## config.mk

```make
export PLATFORM = sky130hd
export DESIGN_NAME = rf_wb_arbiter
export DESIGN_NICKNAME = d
export VERILOG_FILES = /design/src/rtl/rf_wb_arbiter.sv
export SDC_FILE = /design/constraint.sdc
export NUM_CORES = 1
export LEC_CHECK = 0
export CORE_MARGIN = 5
export CORE_UTILIZATION = 43
export CTS_BUF_LIST = sky130_fd_sc_hd__clkbuf_8
export DETAILED_ROUTE_END_ITERATION = 16
export PLACE_DENSITY = 0.87
export RECOVER_POWER = 25
export SYNTH_ARGS = -nofsm -noshare
export SYNTH_HDL_FRONTEND = slang
export SYNTH_SLANG_ARGS = --single-unit
```

## constraint.sdc

```tcl
create_clock -name clk -period 3.06 [get_ports clk]
set_input_delay 0.306 -clock clk [delete_from_list [all_inputs] [get_ports clk]]
set_output_delay 0.306 -clock clk [all_outputs]
set_load 0.05 [all_outputs]
```

## src/rtl/rf_wb_arbiter.sv

```systemverilog
// rtl/rf_wb_arbiter.sv - register-file write-back arbiter with busy scoreboard
// Define RF_WB_FIXED_PRIO_EN for fixed priority (requester 0 highest) instead of round-robin.
module rf_wb_arbiter #(
    parameter int ADDR_WIDTH = 5,
    parameter int DATA_WIDTH = 32,
    parameter int NUM_REQ    = 2
) (
    input  logic                          clk,
    input  logic                          rst_n,
    input  logic [NUM_REQ-1:0]            req_valid,
    output logic [NUM_REQ-1:0]            req_ready,
    input  logic [NUM_REQ*ADDR_WIDTH-1:0] req_waddr,
    input  logic [NUM_REQ*DATA_WIDTH-1:0] req_wdata,
    output logic                          rf_wen,
    output logic [ADDR_WIDTH-1:0]         rf_waddr,
    output logic [DATA_WIDTH-1:0]         rf_wdata,
    input  logic                          alloc_valid,
    input  logic [ADDR_WIDTH-1:0]         alloc_addr,
    input  logic                          flush,
    output logic [(1<<ADDR_WIDTH)-1:0]    busy_vec
);

    localparam int NUM_REGS = 1 << ADDR_WIDTH;
    localparam int PTR_W    = (NUM_REQ > 2) ? 2 : 1;

    logic [NUM_REQ-1:0]    w_req_ready;
    logic                  w_any;
    int                    w_sel_idx;
    logic [ADDR_WIDTH-1:0] w_sel_addr;
    logic [DATA_WIDTH-1:0] w_sel_data;
    logic                  w_commit;

    logic                  r_wen;
    logic [ADDR_WIDTH-1:0] r_waddr;
    logic [DATA_WIDTH-1:0] r_wdata;
    logic [NUM_REGS-1:0]   r_busy;
    logic [NUM_REGS-1:0]   w_busy_nxt;

`ifndef RF_WB_FIXED_PRIO_EN
    logic [PTR_W-1:0]      r_ptr;
`endif

    // Scan requesters starting at the priority base; the first valid one wins.
    always_comb begin : p_arb
        int base;
        int idx;
        w_req_ready = '0;
        w_any       = 1'b0;
        w_sel_idx   = 0;
        w_sel_addr  = '0;
        w_sel_data  = '0;
        idx         = 0;
`ifdef RF_WB_FIXED_PRIO_EN
        base        = 0;
`else
        base        = int'(r_ptr);
`endif
        for (int k = 0; k < NUM_REQ; k++) begin
            idx = base + k;
            if (idx >= NUM_REQ) idx = idx - NUM_REQ;
            if (!w_any && req_valid[idx]) begin
                w_any            = 1'b1;
                w_req_ready[idx] = 1'b1;
                w_sel_idx        = idx;
                w_sel_addr       = req_waddr[idx*ADDR_WIDTH +: ADDR_WIDTH];
                w_sel_data       = req_wdata[idx*DATA_WIDTH +: DATA_WIDTH];
            end
        end
    end

    // x0 requests are consumed but never reach the register file.
    assign w_commit = w_any && (w_sel_addr != '0);

`ifndef RF_WB_FIXED_PRIO_EN
    always_ff @(posedge clk or negedge rst_n) begin
        if (!rst_n) begin
            r_ptr <= '0;
        end else if (w_any) begin
            if (w_sel_idx == NUM_REQ - 1) r_ptr <= '0;
            else                          r_ptr <= PTR_W'(w_sel_idx + 1);
        end
    end
`endif

    always_ff @(posedge clk or negedge rst_n) begin
        if (!rst_n) begin
            r_wen   <= 1'b0;
            r_waddr <= '0;
            r_wdata <= '0;
        end else begin
            r_wen <= w_commit;
            if (w_commit) begin
                r_waddr <= w_sel_addr;
                r_wdata <= w_sel_data;
            end
        end
    end

    // A fresh allocation overrides both a retiring write and a flush.
    always_comb begin
        w_busy_nxt = r_busy;
        if (flush)      w_busy_nxt = '0;
        else if (r_wen) w_busy_nxt[r_waddr] = 1'b0;
        if (alloc_valid && (alloc_addr != '0)) w_busy_nxt[alloc_addr] = 1'b1;
        w_busy_nxt[0] = 1'b0;
    end

    always_ff @(posedge clk or negedge rst_n) begin
        if (!rst_n) r_busy <= '0;
        else        r_busy <= w_busy_nxt;
    end

    assign req_ready = w_req_ready;
    assign rf_wen    = r_wen;
    assign rf_waddr  = r_waddr;
    assign rf_wdata  = r_wdata;
    assign busy_vec  = r_busy;

endmodule

```

======== Word-level counts from Yosys, hierarchy flattened ========
Index checks and enable logic that the tools add are counted.
cells by class
  mux-type cells .......................... 30
  shift-type cells ........................ 4
  magnitude comparators ................... 10
  eq/ne operators ......................... 1
  bitwise operators ....................... 4
  multiply operators ...................... 2
  add/sub/neg operators ................... 4
  reductions and logical operators ........ 10
operators by type and width
  operator                 number
  $mux W32                 9
  $shiftx A64 B32 Y32      2
  $ge A32 B1 Y1 const B    2
  $lt A32 B3 Y1 const B    2
  $mul A32 B4 Y32 const B  2
  $shiftx A10 B32 Y5       2
  $and A32 B32 Y32         1
  $eq A32 B2 Y1 const B    1
  $not A32 Y32             1
  $or A32 B32 Y32          1
  $mux W1                  13
  $lt A5 B6 Y1 const B     2
  $demux W1 S5             2
  $ge A5 B1 Y1 const B     2
  $mux W5                  2
  $reduce_bool A5 Y1       2
  $logic_and A1 B1 Y1      7
  $mux W2                  2
  $sub A1 B2 Y3 const B    1
  $sub A2 B2 Y3 const B    1
  $add A1 B1 Y2 const B    1
  $demux W1 S1             2
  $ge A1 B2 Y1 const B     1
  $ge A2 B2 Y1 const B     1
  other kinds (3)          3
word-level totals
  register bits after elaboration ......... 70

======== Logic depth before layout (Yosys ltp) ========
Gate-level depths: netlist of run 1.
  depth in word-level cells ............... 11
  gate-level depth with buffers ........... 7
  mapped depth without buffers ............ 4

======== Worst setup path after synthesis of run 1 ========
OpenSTA, ideal clock, no wires.
  path type ............................... register to register
  from .................................... reg (tool-made name)
  to ...................................... reg r_wdata[26], in the netlist rf_wdata[26]
  library setup time ...................... 0.125 ns
  cell stages (with the launch flop) ...... 7
  path slack .............................. 1.124 ns
  required time ........................... 2.935 ns
  clock period less this slack ............ 1.936 ns
  path buffers ............................ 2
  arrival ................................. 1.811 ns
  path through ............................ dfrtp_1 > nand2b_1 > and2_1 > buf_2 > clkbuf_1 > a22o_1 > mux2_4
RTL lines
  item                    line  source
  end signal: assignment  94    r_wdata <= w_sel_data;
  end: declaration        35    logic [DATA_WIDTH-1:0] r_wdata;

======== Worst setup path after layout of run 1 ========
  from .................................... in req_valid[1]
  to ...................................... out req_ready[0]
between the ends
  longest elaborated chain between the ends .. 7
  elaborated cells on any way between the ends .. 12
  those cells by class .................... mux (9); bitwise (1); reduce/logical (2)
ends and longest elaborated chain
  item                                        line  source
  start: declaration                          10    input logic [NUM_REQ-1:0] req_valid,
  $mux W1 (implied by the code) (3 in a row)  61    if (!w_any && req_valid[idx]) begin
  $mux W1                                     61
  $logic_not A1 Y1                            61
  $logic_and A1 B1 Y1                         61
  $mux W2 *                                   61
  end: declaration                            11    output logic [NUM_REQ-1:0] req_ready,
Mark *: on every way between the ends. The rest lies on a longest branch, timed or not. The select of a mux whose other input is x is not followed.

==> results of run 1 <==
## final cells by class
cell class                 count  area [um2]
clock buffer                  11         151
timing repair buffer         161        1610
multi-input combinational    207        1530
tap                          102         128
sequential                    70        1750
inverter                       5        18.8
clock inverter                 5        33.8
fill                         550        2510
## layer usage
metal	vias up	GRT usage, %	part of all wire (%)
met5	-	0	0
met4	0	7.67	1.5
met3	11	7.50	11
met2	177	33.0	48
met1	1471	25.2	39
li1	1417	-	-
## per-stage QoR
stage	cells	hold WS (ns)	instance area, um2	utilization [%]
floorplan	301	0.0104	3390	-
global placement	545	0.475	5040	65.2
detailed placement	545	0.490	5040	65.2
CTS	561	0.120	5220	67.6
global route	561	0.536	5220	67.6
finish	561	0.516	5220	67.6
## where the power goes
part	switching, mW	internal, mW
Sequential	0.0757	1.01
Combinational	0.535	0.391
Clock	0.351	0.337
Total	0.961	1.74
## critical path: stages
cell	delay (ns)
dlygate4sd3_1	0.66
a21boi_4	0.30
buf_4	0.38
buf_12	0.19
## flip-flops by register name, summed over array words and instances, names as in the netlist, named ones only
| name | flops |
|---|---|
| rf_waddr | 5 |
| busy_vec | 31 |
| rf_wen | 1 |
| rf_wdata | 32 |
## cells in the final DEF (no fill, tap or decap), drive strengths merged
cell type	count
nor3b	4
a22oi	2
or2	2
nand2	17
clkbuf	12
a22o	32
o21ai	52
nand3	10
nor2	3
clkinvlp	2
dfrtp	70
dlygate4sd3	1
or3	1
a32oi	4
and2	1
nor2b	16
or3b	2
a21oi	1
nand4	1
a21boi	1
clkinv	3
clkdlybuf4s50	151
nor3	1
and3b	2
conb	1
inv	5
nand3b	20
buf	8
nand2b	1
and3	1
mux2	32
## kinds of logic (layout without fill, tap and decap cells)
logic type             after synthesis  count (layout)  synth area share (%)
AND/OR/NAND/NOR                     82              82                  14.4
buffers and inverters               24             182                  3.61
other                                1               1                 0.110
flip-flops                          70              70                  51.6
AO/OA/AOI/OAI                       92              92                  18.1
multiplexers                        32              32                  12.2
## worst max path at each step
stage	startpoint	endpoint	slack [ns]	cells after the start
after floorplan	flip-flop	rf_wdata[26]	1.12	6
after global placement	req_valid[1]	rf_wdata[10]	0.83	6
after detailed placement	req_valid[1]	rf_wdata[12]	0.72	6
after CTS	req_valid[1]	req_ready[0]	0.99	4
after global routing	rst_n	rf_wdata[5]	0.78	1
final	req_valid[1]	req_ready[0]	0.91	4
==> results.cfg, run 1 <==
[yosys]
synth_top_area_share_pct = 51.6
ys_types = 31
ys_seq_area_share_pct = 51.6
yosys.area.top_type = dfrtp_1
syn_area_per_cell_um2 = 11.3
synth_seq_cells = 70
async_flop_share_pct = 100
synth_common_cells = dfrtp_1 (70), o21ai_0 (52), a22o_1 (32)
ys_dominant_reg_cell = dfrtp_1
synth_edf_count = 0
netlist_instances = 301
syn_area_um2 = 3390
netlist_top_cells_area = dfrtp_1 (52%), a22o_1 (8.3%), o21ai_0 (7.7%)
syn_nets = 386
synth_most_common_cell = dfrtp_1
ys_warn_count = 0

[critical_path]
r2r_cells = 5
cp.required_ns = 2.75
r2r_end = rf_wdata[2]
crit_arrival_ns = 1.84
r2r_slack_ns = 1.21
critPathLaunchType = input port
critPathCaptureType = output port
crit_fanout = 33
crit_type = input port to output port

[cts]
numCtsBuffers = 9
cts_tree = yes
max-clock-path-buffers = 2
worstSkewPairLatency_ns = 0.34
root_buffer = clkbuf_8
cts_hold_buf = 0
cts.clk_slew.worst_paths_ns = 0.07
cts.sinks = 70
htreeDepth = 3
cts_resized = 0
cts_setup_buffers = 0

[global_routing]
grt_max_degree = 43
grt_pass1_wl_mm = 16.0
grt_overflow_total = 0
grt_pass1_vias = 3213
grt.total_usage_pct = 20.5
grt_antenna_before_repair = 0

[pwr]
powerDensity_nw_per_um2 = 517
design_power_total_mw = 2.70
p_leak_nw = 2.20
peakVddDrop_mv = 0.305

[hold_path]
holdPathEnd = rf_wdata[16]
hold_depth = 1
hp-class = flip-flop to flip-flop
min_from = rf_wdata[16]

[timing]
clock_skew_ns = 0.00474
finalMaxSlewViolations = 43
setup-violations-final = 0
fmax_mhz = 466
finalCritPeriodShare_pct = 70.1
setup_ws_ns = 0.914
fin_crit_ns = 2.15
max_slew_margin_pct = -45.1
setup_tns_ns = 0
worstMarginPinSlew_ns = 2.18
grt_setup_unrepaired = false
final-hold-violation-count = 0

[routing]
via_per_inst = 5.48
drc = 0
detail-route-antenna-nets = 0
drt_first_iter_violations = 157
routed_wl_mm = 10.0
vias = 3076
drt-wirelength-per-cell_um = 17.9
firstDrtPassIters = 4

[die]
chipHeight_um = 98.9
start_util_pct = 43.9
rows = 32
ios = 157
core_um2 = 7730
die_w_um = 98.9
dieArea_um2 = 9770

[place]
place_ws_ns = 0.723
io_buffers = 155
routabilityCongestion = 0.882
dp_hpwl_mm = 7.75

[final_layout]
area_growth_pct = 53.8
antenna_cells = 0
final_nets = 539
drive_gt1_share_pct = 13.5

[job]
max_cap_viol_count = 1

[status]
violations = capacitance limit, slew limit
status = finished with violations
No activity file was read; power rests on OpenSTA's default activity.
==> run 2, diff against run 1 <==
==> constraint.sdc (replaced) <==
create_clock -name clk -period 2.05 [get_ports clk]
set_input_delay 0.205 -clock clk [delete_from_list [all_inputs] [get_ports clk]]
set_output_delay 0.205 -clock clk [all_outputs]
set_load 0.05 [all_outputs]
==> run 2 against run 1 <==
  * The run now ends clean
  * Total power is 53% higher
  * Clock skew is 0.0033 ns higher
  * Critical path type is now flip-flop to output port
  * Largest power group unchanged
  * Sequential cell count stayed put
  * Largest cell class unchanged
  * Sequential power is 47% higher
  * Critical path depth is 3 lower
  * Clock-buffer cell count is 2 lower
  * Critical endpoint is now rf_waddr[1]
  * Global-route usage is 0.67 points higher
  * Highest routed layer unchanged
==> results.cfg, run 2 (synthesis results as in run 1) <==
[global_routing]
grt_overflow_total = 0
grt.total_usage_pct = 21.2
grt_max_degree = 32
grt_pass1_vias = 3211
grt_pass1_wl_mm = 16.4
grt_antenna_before_repair = 0

[die]
start_util_pct = 43.9
dieArea_um2 = 9770
chipHeight_um = 98.9
rows = 32
die_w_um = 98.9
ios = 157
core_um2 = 7730

[critical_path]
crit_arrival_ns = 1.70
r2r_slack_ns = 0.16
critPathLaunchType = flip-flop
cp_top_family = buffers and inverters
crit_buf_inv = 1
cp.required_ns = 1.85
crit_fanout = 8
crit_chain = clkdlybuf4s50_1
slowest_stage = clkdlybuf4s50_1
crit_type = flip-flop to output port
max_stage_delay_ns = 0.86
critPathCaptureType = output port

[cts]
max-clock-path-buffers = 2
worstSkewPairLatency_ns = 0.35
cts_tree = yes
cts_hold_buf = 1
root_buffer = clkbuf_8
cts_resized = 0
cts.clk_slew.worst_paths_ns = 0.08
cts_setup_buffers = 0
cts.sinks = 70
numCtsBuffers = 9
htreeDepth = 3

[final_layout]
drive_gt1_share_pct = 15.1
stdcell_area_um2 = 5330
post-route-util_pct = 69.0
regArea_um2 = 1750
antenna_cells = 0
final_nets = 550
nFillCells = 553
area_growth_pct = 57.1
multi_input_comb_area_um2 = 1530
final_common_cell = clkdlybuf4s50_1
layout_common_cells = clkdlybuf4s50_1 (151), dfrtp_1 (70), o21ai_0 (52)
largest_register_ff_count = 32
final_cells = 572

[status]
status = finished, final reports clean

[timing]
final-hold-violation-count = 0
finalMaxSlewViolations = 0
fin_crit_ns = 1.91
clock_skew_ns = 0.00804
finalCritPeriodShare_pct = 93.1
setup_tns_ns = 0
grt_setup_unrepaired = false
holdWs_ns = 0.400
max_slew_margin_pct = 61.1
setup-violations-final = 0
worstMarginPinSlew_ns = 0.584
fmax_mhz = 524

[hold_path]
hp-class = input port to asynchronous set/reset pin

[job]
max_cap_viol_count = 0

[pwr]
peakVddDrop_mv = 0.370
p_leak_nw = 2.26
powerDensity_nw_per_um2 = 775

[place]
dp_hpwl_mm = 8.00
dp.cells = 555
routabilityCongestion = 0.882
post_dp_cell_area_um2 = 5140
io_buffers = 155

[routing]
routed_wl_mm = 10.2
drt_first_iter_violations = 122
via_per_inst = 5.40
drc = 0
drt-wirelength-per-cell_um = 17.8
firstDrtPassIters = 5
vias = 3088
detail-route-antenna-nets = 0
[run 2: cell count changes in the layout (fill, tap and decap cells not counted)]
cell | previous run | this run
buf_4 | 6 | 12
buf_12 | 2 | 4
clkbuf_8 | 11 | 9
buf_2 | 0 | 1
bufinv_16 | 0 | 1
clkbuf_2 | 0 | 1
clkinv_4 | 1 | 0
clkinvlp_4 | 2 | 3
dlygate4sd3_1 | 1 | 2
inv_1 | 5 | 6
[run 2: layout make-up]
type                    instances  area share, %
multi-input cells             207           28.7
repair buffers                172           32.2
flip-flops and latches         70           32.9
well taps                     102           2.39
inverters                       5          0.352
clock buffers                   9           2.32
clock inverters                 7           1.24
[run 2: through the flow]
step | setup slack [ns] | power (mW)
detailed placement | -0.0396 | 3.08
global placement | 0.0434 | 3.05
CTS | 0.127 | 4.16
floorplan | 0.114 | 2.45
finish | 0.141 | 4.13
global route | 0.0407 | 4.29
[run 2: metal layers]
layer	global-route usage [%]	vias up	part of all wire, %
li1	-	1431	-
met1	24.9	1464	38
met2	35.9	181	49
met3	7.57	12	11
met4	7.04	0	1.5
met5	0	-	0
[run 2: where the power goes]
part           total [mW]  switching, mW  internal [mW]
registers            1.60         0.0946           1.51
logic                1.45          0.832          0.615
clock network        1.08          0.530          0.552
[run 2: final timing paths]
| kind | start | endpoint | cells after the start |
|---|---|---|---|
| max reg2reg | flip-flop | rf_wdata[1] | 5 |
| max in group asynchronous | rst_n | rf_wdata[4] | 3 |
| min reg2reg | rf_wdata[17] | rf_wdata[17] | 1 |
| min | rst_n | busy_vec[3] | 2 |
| min in group clk | rf_wdata[17] | rf_wdata[17] | 1 |
| max | rf_waddr[1] | rf_waddr[1] | 1 |
